$ cat src/rtl/dmem_arb_pkg.sv
// Shared types for the Data_Memory arbiter: FSM states, requester ids, default depth.
// Latency: n/a (declarations only).
// Backpressure: n/a.
package dmem_arb_pkg;

  typedef enum logic [1:0] {
    IDLE   = 2'd0,
    ACCESS = 2'd1,
    RESP   = 2'd2
  } arb_state_t;

  localparam logic REQ_CPU = 1'b0;
  localparam logic REQ_DBG = 1'b1;

  localparam int ADDR_WORDS_DEF = 32;

endpackage

$ cat src/rtl/dmem_arb_pick.sv
// Two-request picker for the Data_Memory arbiter; optional round-robin pointer.
// Latency: combinational grant; pointer (if present) updates on the grant edge.
// Backpressure: none here; a loser simply keeps its level request pending.
//
// Ports: CLK, Reset (sync, active-low), c_req/d_req (requests), take (grant is
// being accepted this cycle), gnt_id (REQ_CPU/REQ_DBG), gnt_vld (any request).
// Build option: DMEM_ARB_RR_EN selects round-robin; otherwise CPU has fixed priority.
module dmem_arb_pick
  import dmem_arb_pkg::*;
(
  input  logic CLK,
  input  logic Reset,
  input  logic c_req,
  input  logic d_req,
  input  logic take,
  output logic gnt_id,
  output logic gnt_vld
);

  assign gnt_vld = c_req | d_req;

`ifdef DMEM_ARB_RR_EN
  // Last port granted; starts at debug so the CPU wins the first conflict.
  logic last_id;

  always_ff @(posedge CLK) begin
    if (!Reset) begin
      last_id <= REQ_DBG;
    end else if (take && gnt_vld) begin
      last_id <= gnt_id;
    end
  end

  always_comb begin
    gnt_id = REQ_CPU;
    if (c_req && d_req) begin
      gnt_id = (last_id == REQ_DBG) ? REQ_CPU : REQ_DBG;
    end else if (d_req) begin
      gnt_id = REQ_DBG;
    end
  end
`else
  // Fixed priority keeps no state, so the clock/reset/take inputs go unused.
  logic unused_pick;
  assign unused_pick = ^{CLK, Reset, take};

  always_comb begin
    gnt_id = REQ_CPU;
    if (!c_req && d_req) begin
      gnt_id = REQ_DBG;
    end
  end
`endif

endmodule

$ cat src/rtl/dmem_arbiter.sv
// Shares single-port Data_Memory between the CPU MEM stage and a debug/loader port.
// Latency: request sampled in IDLE cycle N, memory access N+1, ack pulse N+2 (3 cycles/txn).
// Backpressure: level requests are held until ack; the loser stays pending for the next txn.
//
// Ports: CLK, Reset (sync, active-low); c_/d_ req, we, addr, wdata (requests);
// c_/d_ ack, err, rdata (responses); MemRead, MemWrite, DataAddr, writeData,
// readData (memory side). Build option: DMEM_ARB_RR_EN (round-robin picker).
module dmem_arbiter
  import dmem_arb_pkg::*;
#(
  parameter int ADDR_WORDS = ADDR_WORDS_DEF
) (
  input  logic        CLK,
  input  logic        Reset,
  input  logic        c_req,
  input  logic        c_we,
  input  logic [31:0] c_addr,
  input  logic [31:0] c_wdata,
  input  logic        d_req,
  input  logic        d_we,
  input  logic [31:0] d_addr,
  input  logic [31:0] d_wdata,
  output logic        c_ack,
  output logic        c_err,
  output logic [31:0] c_rdata,
  output logic        d_ack,
  output logic        d_err,
  output logic [31:0] d_rdata,
  output logic        MemRead,
  output logic        MemWrite,
  output logic [31:0] DataAddr,
  output logic [31:0] writeData,
  input  logic [31:0] readData
);

  localparam logic [31:0] ADDR_LIM = 32'(ADDR_WORDS);

  arb_state_t  state, state_nxt;
  logic        gnt_id, gnt_vld, take;

  // Latched transaction
  logic        txn_id, txn_we, txn_inr;
  logic [31:0] txn_addr, txn_wdata;

  // Winner's request fields
  logic        sel_we;
  logic [31:0] sel_addr, sel_wdata;
  logic [31:0] rd_val;

  dmem_arb_pick u_pick (
    .CLK     (CLK),
    .Reset   (Reset),
    .c_req   (c_req),
    .d_req   (d_req),
    .take    (take),
    .gnt_id  (gnt_id),
    .gnt_vld (gnt_vld)
  );

  assign take      = (state == IDLE) && gnt_vld;
  assign sel_we    = (gnt_id == REQ_DBG) ? d_we    : c_we;
  assign sel_addr  = (gnt_id == REQ_DBG) ? d_addr  : c_addr;
  assign sel_wdata = (gnt_id == REQ_DBG) ? d_wdata : c_wdata;

  always_ff @(posedge CLK) begin
    if (!Reset) begin
      state <= IDLE;
    end else begin
      state <= state_nxt;
    end
  end

  always_comb begin
    state_nxt = state;
    MemRead   = 1'b0;
    MemWrite  = 1'b0;
    DataAddr  = '0;
    writeData = '0;
    rd_val    = '0;
    case (state)
      IDLE: begin
        if (gnt_vld) state_nxt = ACCESS;
      end
      ACCESS: begin
        state_nxt = RESP;
        // Reset gating keeps a reset landing mid-access from committing a write.
        if (txn_inr && Reset) begin
          MemRead   = !txn_we;
          MemWrite  = txn_we;
          DataAddr  = txn_addr;
          writeData = txn_wdata;
        end
        if (txn_inr && !txn_we) rd_val = readData;
      end
      RESP: begin
        state_nxt = IDLE;
      end
      default: begin
        state_nxt = IDLE;
      end
    endcase
  end

  always_ff @(posedge CLK) begin
    if (!Reset) begin
      txn_id    <= REQ_CPU;
      txn_we    <= 1'b0;
      txn_inr   <= 1'b0;
      txn_addr  <= '0;
      txn_wdata <= '0;
    end else if (take) begin
      txn_id    <= gnt_id;
      txn_we    <= sel_we;
      txn_inr   <= (sel_addr < ADDR_LIM);
      txn_addr  <= sel_addr;
      txn_wdata <= sel_wdata;
    end
  end

  // Response registers are loaded at the end of ACCESS so they are visible
  // for exactly the RESP cycle, then cleared again.
  always_ff @(posedge CLK) begin
    if (!Reset) begin
      c_ack   <= 1'b0;
      c_err   <= 1'b0;
      c_rdata <= '0;
      d_ack   <= 1'b0;
      d_err   <= 1'b0;
      d_rdata <= '0;
    end else if (state == ACCESS) begin
      c_ack   <= (txn_id == REQ_CPU);
      c_err   <= (txn_id == REQ_CPU) && !txn_inr;
      c_rdata <= (txn_id == REQ_CPU) ? rd_val : '0;
      d_ack   <= (txn_id == REQ_DBG);
      d_err   <= (txn_id == REQ_DBG) && !txn_inr;
      d_rdata <= (txn_id == REQ_DBG) ? rd_val : '0;
    end else begin
      c_ack   <= 1'b0;
      c_err   <= 1'b0;
      c_rdata <= '0;
      d_ack   <= 1'b0;
      d_err   <= 1'b0;
      d_rdata <= '0;
    end
  end

endmodule

$ cat config.mk
export PLATFORM = sky130hd
export DESIGN_NAME = dmem_arbiter
export DESIGN_NICKNAME = d
export VERILOG_FILES = /design/src/rtl/dmem_arb_pkg.sv /design/src/rtl/dmem_arb_pick.sv /design/src/rtl/dmem_arbiter.sv
export SDC_FILE = /design/constraint.sdc
export NUM_CORES = 1
export LEC_CHECK = 0
export BUFFER_PORTS_ARGS = -buffer_cell sky130_fd_sc_hd__buf_4
export CAP_MARGIN = 5
export CORE_AREA = 2 2 115 117
export CTS_CLUSTER_SIZE = 12
export DETAILED_ROUTE_END_ITERATION = 10
export DIE_AREA = 0 0 117 119
export PLACE_DENSITY = 0.81
export SLEW_MARGIN = 20
export SYNTH_ARGS = -nofsm -noshare
export SYNTH_HDL_FRONTEND = slang
export SYNTH_SLANG_ARGS = --single-unit
$ cat constraint.sdc
create_clock -name CLK -period 1.8 [get_ports CLK]
set_input_delay 0.27 -clock CLK [delete_from_list [all_inputs] [get_ports CLK]]
set_output_delay 0.27 -clock CLK [all_outputs]
set_load 0.02 [all_outputs]
* After elaboration in Yosys (flattened, before gate mapping)
Cells that the tools add are included. W data, S select, Z words.
Word-level totals: register bits after elaboration 137, input port bits 166, logic and storage cells 47
Operators by class: order comparisons 1, equal/unequal tests 2, multiplexer cells 15, bitwise logic cells 4, reductions and logical operators 13
Operators with widths (number):
- $mux W32 | 7
- $lt A32 B6 Y1 const B | 1
- $logic_and A1 B1 Y1 | 6
- $mux W1 | 6
- $pmux W2 S2 | 1
- $logic_not A1 Y1 | 3
- $not A1 Y1 | 3
- $reduce_and A3 Y1 | 1
- $reduce_or A3 Y1 | 1
- $eq A2 B1 Y1 const B | 1
- $logic_not A2 Y1 | 1
- $mux W2 | 1
- $ne A2 B2 Y1 const B | 1
- $reduce_and A2 Y1 | 1
- $or A1 B1 Y1 | 1

* Logic depth before layout (Yosys ltp)
word-level depth 5, mapped depth 7, depth with buffers taken out 4

* Cells and area by module
A second synthesis with hierarchy kept.
Unflattened totals: cells, all modules 557, area total of the unflattened synthesis 5597.9 µm²
Modules (own cells, without submodules):
- dmem_arbiter | instances 1, cells each 555, area an instance 5585.4 µm², sequential area each 2742.6 µm²
- dmem_arb_pick | instances 1, cells each 2, area an instance 12.5 µm², sequential area each 0.0 µm²

* Worst setup path after synthesis
OpenSTA, ideal clock, no wires.
path type input-to-output, start input port Reset, end output port DataAddr[0], arrival time 1.390 ns, required time 1.530 ns, slack 0.140 ns, stages 6, buffers on the path 3, cells stage by stage buf_2 -> nand2_1 -> nor2_1 -> clkbuf_1 -> clkbuf_1 -> and3_1
Between the ends: longest elaborated chain between the ends 3
RTL lines:
- start, declared | RTL line dmem_arbiter.sv:14 | input logic Reset,
- $logic_and A1 B1 Y1 | RTL line dmem_arbiter.sv:87 | if (txn_inr && Reset) begin
- $mux W32 | RTL line dmem_arbiter.sv:87
- $mux W32 | RTL line dmem_arbiter.sv:80 | case (state)
- end, declared | RTL line dmem_arbiter.sv:31 | output logic [31:0] DataAddr,
No other way between the ends.

* Worst setup path after layout
start register state[0], end output port writeData[5]
Between the ends: longest elaborated chain between the ends 2
RTL lines:
- start, declared | RTL line dmem_arbiter.sv:38 | arb_state_t state, state_nxt;
- start signal, assigned | RTL line dmem_arbiter.sv:69 | state <= state_nxt;
- $eq A2 B1 Y1 | RTL line dmem_arbiter.sv:80
- $mux W32 | RTL line dmem_arbiter.sv:80
- end, declared | RTL line dmem_arbiter.sv:32 | output logic [31:0] writeData,
No other way between the ends.

==> summary.md <==
| Metric | Value |
|---|---|
| Die height | 119 um |
| Unrepaired setup endpoints after global routing | yes |
| Reg power frac | 41.9% |
| Final net count | 1007 |
| Hold EP | c_rdata[31]$_SDFF_PP0_ |
| Initial antenna violation count | 0 |
| VDD IR max | 0.462 mV |
| Post-Syn Nets | 725 |
| Worst setup margin | -34.0 ps |
| Final Util | 70.0% |
| Required time worst endpoint | 1530 ps |
| Via count | 5382 |
| Pwr dens | 877 mW/mm^2 |
| Mean Syn Cell Area | 9.97 um^2 |
| Slowest cell on crit path | dfxtp_2 |
| Area Growth Syn to Fin | 61.7% |
| Reg2reg setup slack | 310 ps |
| Crit path kind | flip-flop to primary output |
| Worst r2r dst | txn_wdata[24]$_SDFFE_PN0P_ |
| Worst path max stage delay | 350 ps |
| Clock sink count | 137 |
| Ant diodes | 0 |
| P_int | 5.96 mW |
| Tcrit/Tclk final | 102% |
| Hpwl dp | 12.6 mm |
| Largest net degree at the start of global routing | 69 |
| Clk_skew | 5.41 ps |
| Slew headroom | 51.9% |
| Clock Tree Root | clkbuf_16 |
| LEAKAGE | 5.33 nW |
| WL final | 18.2 mm |
| FP Rows | 42 |
| Final Hold Viols | 0 |
| R2R depth | 5 |
| I/O pins | 300 |
| Seq/Total Area, Yosys | 49.2% |
| Cell count after placement | 990 |
| NetSw | 1.94 mW |
| Min-Delay Path Class | input pin to flip-flop |
| CTS tree | done |
| Port Buffers | 299 |
| Initial DRC count | 359 |
| Tmin final | 1830 ps |
| Cts bufs inserted | 17 |
| Hold path cells | 2 |
| Remaining antenna violation count after routing | 0 |
| Starting Density | 43.3% |
| Clk network pwr share | 45.7% |
| Maximum clock frequency | 0.545 GHz |
| Clock Tree Buf Depth | 2 |
| Clock latency on the worst-skew pair | 410 ps |
| RePlAce Congestion | 0.938 |
| Drt via density | 5.23 |
| GRT Util Overall | 24.3% |
| Worst r2r src | state[1]$_SDFFE_PN0P_ |
| Non-filler instance count after layout | 1030 |
| Die ar. | 0.0139 mm^2 |
| Max_cap viols | 0 |
| Share of cells above drive strength 1 | 44.4% |
| CP startpoint kind | flip-flop |
| H-tree Lvls | 4 |
| #FFs+latches synth | 137 |
| Place WS | 96.6 ps |
| DRT Pass-1 Iters | 4 |
| Yosys warnings | 0 |
| Most numerous cell on the critical path | buf_6 |
| Hold-fix buffers, CTS | 0 |
| Vias in the first global route | 5257 |
| Worst-path cell chain | nand2_4, nor2_4, buf_6, clkbuf_16, and3_4, buf_6 |
| Die W | 117 um |
| Clock Pin Slew Worst Setup and Hold Paths | 60 ps |
| Pins over their slew limit | 0 |
| Slew @ Worst Pin | 722 ps |
| Synthesized area | 0.00557 mm^2 |
| Failing checks | negative setup slack |
| DRC | 0 |
| Routed len/inst | 17.7 um |
| First-pass GRT wire length | 26.4 mm |
| Comb pwr share | 12.4% |
| Final Setup Violations | 34 |
| Post-Synthesis Cells | 559 |
| Worst-path fanout max | 6 |
| Data arrival, critical path | 1560 ps |
| Global route overflow | 0 |
| Distinct cells, synth | 22 |
| CORE AREA | 0.0129 mm^2 |
| Status | complete, but fails checks |
| Endpoint class of the critical path | primary output |
| Pwr Total | 7.90 mW |
| Min-delay src | readData[31] |
| Switch share | 24.6% |
[cell families (layout without fill, tap and decap cells)]
group | after synthesis | count (layout) | synth area share, %
muxes | 65 | 65 | 11.7
and+or+nand+nor | 229 | 229 | 22.3
buffers and inverters | 58 | 353 | 4.42
DFF | 137 | 137 | 49.2
AOI/OAI and AO/OA | 70 | 70 | 12.3
[per-layer routing]
metal	vias to the layer above	part of all wire (%)	global-route usage [%]
met5	-	0	0
met4	0	2.7	9.49
met3	35	8.8	7.43
met2	251	48	40.4
met1	2504	40	29.0
li1	2592	-	-
[how the worst max path moves through the flow]
stage,start,end,depth (start not counted)
CTS,state[0]$_SDFFE_PN0P_,writeData[20],6
floorplan,Reset,DataAddr[0],6
global route,state[0]$_SDFFE_PN0P_,DataAddr[3],6
detailed placement,d_addr[10],txn_inr$_SDFFE_PN0P_,5
global placement,d_addr[10],txn_inr$_SDFFE_PN0P_,5
finish,state[0]$_SDFFE_PN0P_,writeData[5],6
[timing repair]
action	in CTS	in global routing
buffers inserted	2	2
pin swaps	1	7
gates resized for setup	27	43
gates cloned	1	3
setup endpoints to repair	65	99
[final cells by class]
cell class	count	area (um^2)
Clock buffer	18	429
Clock inverter	14	184
Fill cell	960	3870
Multi-Input combinational cell	364	2710
Sequential cell	137	2750
Tap cell	176	220
Timing Repair Buffer	321	2720
[flip-flops by register name, indices dropped and copies added, names as in the netlist]
signal / cells
txn_inr: 1
txn_id: 1
c_ack: 1
d_err: 1
d_rdata: 32
txn_wdata: 32
c_rdata: 32
txn_addr: 32
txn_we: 1
d_ack: 1
state: 2
c_err: 1
[power groups by stage]
stage / sequential (mW) / clock [mW] / combinational (mW)
after floorplan: 3.33 / 0 / 0.478
after global placement: 3.35 / 0 / 0.890
after detailed placement: 3.36 / 0 / 0.923
after CTS: 3.30 / 3.66 / 0.946
after global routing: 3.32 / 3.80 / 1.06
final: 3.31 / 3.61 / 0.976
[stage by stage]
stage	cell area (um^2)	hold slack, ps	setup TNS [ps]
after floorplan	5570	411	0
after global routing	9010	83.0	-3320
after detailed placement	8000	481	0
final	9010	89.0	-471
after global placement	8000	471	0
after CTS	8750	72.7	-1390
[cells in the final DEF (no fill, tap or decap), types with 2 or more instances in the layout]
| master | Yosys | final |
|---|---|---|
| buf_12 | 0 | 7 |
| nor2_1 | 6 | 5 |
| buf_6 | 0 | 44 |
| mux2i_1 | 65 | 65 |
| clkinvlp_4 | 0 | 2 |
| clkbuf_16 | 0 | 19 |
| dfxtp_2 | 0 | 2 |
| dfxtp_1 | 137 | 134 |
| buf_4 | 2 | 267 |
| nand3_1 | 2 | 2 |
| inv_6 | 0 | 7 |
| or4_1 | 3 | 3 |
| and2_1 | 3 | 2 |
| and3_1 | 129 | 112 |
| o211a_1 | 65 | 65 |
| nor3_1 | 3 | 2 |
| bufinv_16 | 0 | 3 |
| nand4_1 | 2 | 2 |
| clkinv_4 | 0 | 2 |
| and3_4 | 0 | 17 |
| nor4_1 | 9 | 9 |
| nand2_1 | 69 | 68 |
[cells in the mapped netlist]
library cell | count | area, um^2
dfxtp_1 | 137 | 2740
o41ai_1 | 1 | 8.76
a21oi_1 | 1 | 5.00
o211a_1 | 65 | 651
buf_4 | 2 | 15.0
nand2_1 | 69 | 259
and3_1 | 129 | 807
nor2b_1 | 2 | 12.5
o22ai_1 | 1 | 6.26
o21a_1 | 1 | 7.51
and2_1 | 3 | 18.8
or4_1 | 3 | 22.5
clkbuf_1 | 39 | 146
nand3_1 | 2 | 10.0
mux2i_1 | 65 | 651
buf_2 | 17 | 85.1
nor4_1 | 9 | 56.3
nand2b_2 | 1 | 8.76
nand4_1 | 2 | 12.5
nor2_1 | 6 | 22.5
a31o_1 | 1 | 8.76
nor3_1 | 3 | 15.0
[worst max-delay path, delay by kind of cell, from the launching register on]
kind	cells	cell delay, ps
simple gates	3	350
flops	1	350
buf+inv	3	450
(Power assumes the default switching activity.)
